**src/rtl/udma_jtag_fifo_pkg.sv**
```systemverilog
// Shared definitions for the uDMA JTAG data-register engine: FSM states,
// DR length and the positions of the two control bits at the top of the DR.
package udma_jtag_fifo_pkg;

    localparam int DEFAULT_DATA_WIDTH = 32;

    // DR layout for the default payload width: {ack, write, payload}
    localparam int DR_LEN  = DEFAULT_DATA_WIDTH + 2;
    localparam int ACK_BIT = DR_LEN - 1;
    localparam int WR_BIT  = DR_LEN - 2;

    typedef enum logic [1:0] {
        ST_IDLE     = 2'd0,
        ST_CAPTURED = 2'd1,
        ST_SHIFTING = 2'd2,
        ST_PAUSED   = 2'd3
    } dr_state_e;

    // Width-generic forms of the layout constants above
    function automatic int dr_len(input int data_width);
        return data_width + 2;
    endfunction

    function automatic int ack_bit(input int data_width);
        return data_width + 1;
    endfunction

    function automatic int wr_bit(input int data_width);
        return data_width;
    endfunction

endpackage

```
**src/rtl/udma_jtag_dr_engine.sv**
```systemverilog
// JTAG data-register engine for the uDMA debug FIFO bridge.
// Capture loads {rx_space, tx_valid, tx_word} into the DR, the host shifts
// DATA_WIDTH+2 bits LSB-first, and a complete update acknowledges the tx word
// (bit ACK) and/or delivers a host write word (bit WR) to the rx side.
// Partial shifts are ignored on update, so an aborted scan never touches
// either FIFO.
module udma_jtag_dr_engine
    import udma_jtag_fifo_pkg::*;
#(
    parameter int DATA_WIDTH = 32
) (
    input  logic                  jtag_tck_i,
    input  logic                  jtag_trstn_i,
    input  logic                  jtag_tdi_i,
    output logic                  jtag_tdo_o,
    input  logic                  jtag_capture_dr_i,
    input  logic                  jtag_shift_dr_i,
    input  logic                  jtag_pause_dr_i,
    input  logic                  jtag_update_dr_i,
    input  logic [DATA_WIDTH-1:0] data_tx_i,
    input  logic                  data_tx_valid_i,
    output logic                  data_tx_ready_o,
    output logic [DATA_WIDTH-1:0] data_rx_o,
    output logic                  data_rx_valid_o,
    input  logic                  data_rx_ready_i
);

    localparam int DR_W   = dr_len(DATA_WIDTH);
    localparam int ACK_I  = ack_bit(DATA_WIDTH);
    localparam int WR_I   = wr_bit(DATA_WIDTH);
    localparam int CNT_W  = $clog2(DR_W + 1);
    localparam logic [CNT_W-1:0] CNT_FULL = CNT_W'(DR_W);
    localparam logic [CNT_W-1:0] CNT_ONE  = CNT_W'(1);

    dr_state_e             state_q, state_d;
    logic [DR_W-1:0]       sr_q, sr_d;
    logic [CNT_W-1:0]      cnt_q, cnt_d;
    logic                  tx_cap_q, tx_cap_d;
    logic [DATA_WIDTH-1:0] rx_data_q, rx_data_d;
    logic                  rx_valid_q, rx_valid_d;
    logic                  tx_ready;
    logic                  word_complete;

    assign word_complete = (cnt_q == CNT_FULL);

    // Next-state logic: one TAP qualifier at a time drives the DR and FSM
    always_comb begin
        state_d    = state_q;
        sr_d       = sr_q;
        cnt_d      = cnt_q;
        tx_cap_d   = tx_cap_q;
        rx_data_d  = rx_data_q;
        rx_valid_d = rx_valid_q;
        tx_ready   = 1'b0;

        // Downstream FIFO takes the pending rx word
        if (rx_valid_q && data_rx_ready_i) begin
            rx_valid_d = 1'b0;
        end

        if (jtag_capture_dr_i) begin
            // rx_space tells the host whether a write would be accepted
            sr_d     = {!rx_valid_q, data_tx_valid_i, data_tx_i};
            tx_cap_d = data_tx_valid_i;
            cnt_d    = '0;
            state_d  = ST_CAPTURED;
        end else if (jtag_shift_dr_i) begin
            // Shifting is only meaningful after a capture
            if (state_q != ST_IDLE) begin
                sr_d    = {jtag_tdi_i, sr_q[DR_W-1:1]};
                state_d = ST_SHIFTING;
                if (!word_complete) begin
                    cnt_d = cnt_q + CNT_ONE;
                end
            end
        end else if (jtag_pause_dr_i) begin
            if (state_q == ST_SHIFTING) begin
                state_d = ST_PAUSED;
            end
        end else if (jtag_update_dr_i) begin
            state_d  = ST_IDLE;
            tx_cap_d = 1'b0;
            if (word_complete) begin
                // Pop only a tx word that was actually captured
                tx_ready = sr_q[ACK_I] && tx_cap_q;
                // A write into an occupied, non-draining rx slot is dropped
                if (sr_q[WR_I] && (!rx_valid_q || data_rx_ready_i)) begin
                    rx_data_d  = sr_q[DATA_WIDTH-1:0];
                    rx_valid_d = 1'b1;
                end
            end
        end
    end

    // State registers, cleared asynchronously by TRST
    always_ff @(posedge jtag_tck_i or negedge jtag_trstn_i) begin
        if (!jtag_trstn_i) begin
            state_q    <= ST_IDLE;
            sr_q       <= '0;
            cnt_q      <= '0;
            tx_cap_q   <= 1'b0;
            rx_data_q  <= '0;
            rx_valid_q <= 1'b0;
        end else begin
            state_q    <= state_d;
            sr_q       <= sr_d;
            cnt_q      <= cnt_d;
            tx_cap_q   <= tx_cap_d;
            rx_data_q  <= rx_data_d;
            rx_valid_q <= rx_valid_d;
        end
    end

    assign jtag_tdo_o      = sr_q[0];
    assign data_tx_ready_o = tx_ready;
    assign data_rx_o       = rx_data_q;
    assign data_rx_valid_o = rx_valid_q;

endmodule
```
**config.mk**
```make
export PLATFORM = sky130hd
export DESIGN_NAME = udma_jtag_dr_engine
export DESIGN_NICKNAME = d
export VERILOG_FILES = /design/src/rtl/udma_jtag_fifo_pkg.sv /design/src/rtl/udma_jtag_dr_engine.sv
export SDC_FILE = /design/constraint.sdc
export NUM_CORES = 1
export LEC_CHECK = 0
export BUFFER_PORTS_ARGS = -buffer_cell sky130_fd_sc_hd__buf_4
export CAP_MARGIN = 10
export CORE_MARGIN = 2
export CORE_UTILIZATION = 35
export CTS_CLUSTER_SIZE = 14
export DETAILED_ROUTE_END_ITERATION = 8
export MAX_ROUTING_LAYER = met4
export PLACE_DENSITY = 0.61
export SYNTH_ARGS = -nofsm -noshare
export SYNTH_HDL_FRONTEND = slang
export SYNTH_SLANG_ARGS = --single-unit
```
**constraint.sdc**
```tcl
create_clock -name jtag_tck_i -period 2.94 [get_ports jtag_tck_i]
set_input_delay 0.588 -clock jtag_tck_i [delete_from_list [all_inputs] [get_ports jtag_tck_i]]
set_output_delay 0.588 -clock jtag_tck_i [all_outputs]
set_load 0.005 [all_outputs]
```
==> metrics.csv <==
metric,value,unit
Fin. Hold Viols,0,
antenna violations before repair,0,
wire per inst,14.29,um
Compound-Gate Fraction of Synth Area,0.08014,
Synth Area in Adders,0.007596,
leakage,2.111,nW
total global-route track usage,0.1402,
Clock Latency Late Sink,0.34,ns
drt pass-1 iters,5,
PnR worst setup slack,0.6516,ns
P&R area growth vs syn,25.83,%
RSZ-0062 raised after global routing,no,
H-Tree Depth,3,
Bufs on Longest Clock Path,2,
cell row count,35,
die height,101.0,um
"most common cell after layout, fill and taps aside",buf_4,
simple-gate area share of the yosys netlist,0.08659,
synth unique cells,33,
Max IR drop VDD,246.7,uV
Post-Layout Cell Count,462,
Hold Buf Count CTS,0,
die area,10210,um2
worst endpoint required time,2.35,ns
final net count,389,
core box area,9196,um2
crit end category,output pin,
Placed Cells,446,
I/O Buffers,75,
syn_nets,315,
average size of a mapped cell,12.11,um2
Root Buffer,clkbuf_8,
starting density of the core,0.3582,
DR vias/cell,4.868,
first-pass GRT wire length,10.81,mm
Post-Syn Instances,272,
clock slew at reported path FFs,0.08,ns
pre-CTS setup slack,0.6974,ns
vias in the first global route,2283,
Ys Warns,0,
filler instances,858,
I/O Pins,76,
flop2flop setup slack,0.88,ns
#FFs+latches synth,76,
CP Max Fanout,5,
met2 Use GR,0.2169,
Power Density,522.6,nW/um2
"commonest cells after routing, fill and taps aside","79 x buf_4, 76 x dfrtp_1, 39 x nand2_1",
gr ovfl total,0,
post-CTS setup buffers,0,
fmax,0.4370,GHz
antenna violation net count after detailed routing,0,
largest family of logic cells by synthesized area,multiplexers,
CTS sink cnt,76,
clk_skew,0.006251,ns
Worst Max-Slew Pin Slew,1.001,ns
met3 usage,0.04022,
DRC violations left,0,
chip width,101.0,um
kind of critical path,flip-flop to output pin,
synthesized area,3294,um2
setup TNS,0,ns
TritonCTS clock tree,done,
post-CTS sizing,0,
mux contribution to synthesized area,0.2096,
pin count of the biggest net entering global routing,79,
Final GP Congestion,0.7686,
ant diodes,0,
"Slew Viols, Final",0,
Vias,2249,
GR peak layer,met2,
CP Launch Type,flip-flop,
Period minus WS final,2.288,ns
status,completed,
Setup-failing EPs final,0,
share of post-route cells with drive strength above 1,0.3647,
M1 GR Usage,0.1776,
total of max-cap violations,0,
CP Data Arrival Time,1.70,ns
hpwl dp,4.329,mm
overall routed net length,6.601,mm
worst hold path type,primary input to asynchronous set/reset pin,
sequential share of the synthesized area,0.5773,
WHS,0.3884,ns
DR iter-0 viols,78,
CTS Buf Count,9,
Synth Area in XOR/XNOR,0.007976,
period utilization,0.7784,
Max-slew headroom,0.3301,
power by group:
part | leakage (nW) | internal (W) | switching, W
Clock | 0.0999 | 0.000419 | 0.000387
Sequential | 0.991 | 0.00110 | 0.0000483
Combinational | 1.02 | 0.000104 | 0.000106
synthesized netlist by cell type (all sizes together):
library cell	n	area, um2
nand3	2	15.01
o31ai	1	7.510
mux2i	33	330.3
clkbuf	9	33.78
nand2b	3	18.77
inv	2	7.510
or2	2	12.51
nand4	1	6.260
a211oi	1	7.510
xor2	1	8.760
ha	2	25.02
o31a	1	8.760
nor3	4	31.28
o21ai	39	195.2
nor2	4	15.01
dfrtp	76	1902
nor4	1	21.27
buf	7	60.05
or3	1	6.260
mux2	32	360.3
a311oi	1	8.760
a21oi	4	20.02
a22o	1	8.760
and3	1	6.260
nand2	39	146.4
o21a	1	7.510
and2	1	6.260
xnor2	2	17.52
per-stage QoR:
stage	utilization	power, W	area (um2)
after floorplan	-	0.001282	3294
after global placement	0.4288	0.001382	3944
after detailed placement	0.4288	0.001386	3944
after CTS	0.4507	0.002208	4145
after global routing	0.4507	0.002279	4145
final	0.4507	0.002166	4145
layer usage:
layer	part of all wire	wire length, um
met1	0.46	3012
met5	0	0
met4	0.010	68
met3	0.043	281
met2	0.49	3240
critical path, cell delays in order (launching register included):
cell	delay [ns]
dfrtp_1	0.44
nor4_4	0.33
nand3_2	0.18
nor3_1	0.26
buf_4	0.15
path summary, 6_finish.rpt:
check,from,endpoint,cells after the start
worst max register to register,state_q[1],sr_q[13],4
worst max-delay path,cnt_q[3],data_tx_ready_o,4
worst min-delay path,jtag_trstn_i,state_q[0],1
min in group jtag_tck_i,data_tx_i[21],sr_q[21],3
max in group asynchronous,jtag_trstn_i,sr_q[12],1
worst min register to register,data_rx_o[29],data_rx_o[29],1
kinds of logic after synthesis:
group                      Yosys count
muxes                               65
buffers and inverters               18
adders and majority gates            2
and+or+nand+nor                     59
xor gates and xnor gates             3
AOI/OAI and AO/OA                   49
DFF                                 76
final cells by class:
cell class	instances	area, um2	share of cell area
flip-flops and latches	76	1902	0.4588
multi-input cells	178	1303	0.3142
repair buffers	79	593.1	0.1431
clock buffers	11	141.4	0.03411
well taps	111	138.9	0.03350
clock inverters	5	60.06	0.01449
inverters	2	7.507	0.001811
registers in the layout (all words and copies together) (netlist names):
name	flops
sr_q	34
data_rx_o	32
cnt_q	6
state_q	2
data_rx_valid_o	1
tx_cap_q	1
Note: power is estimated with default switching activity, not from simulation.
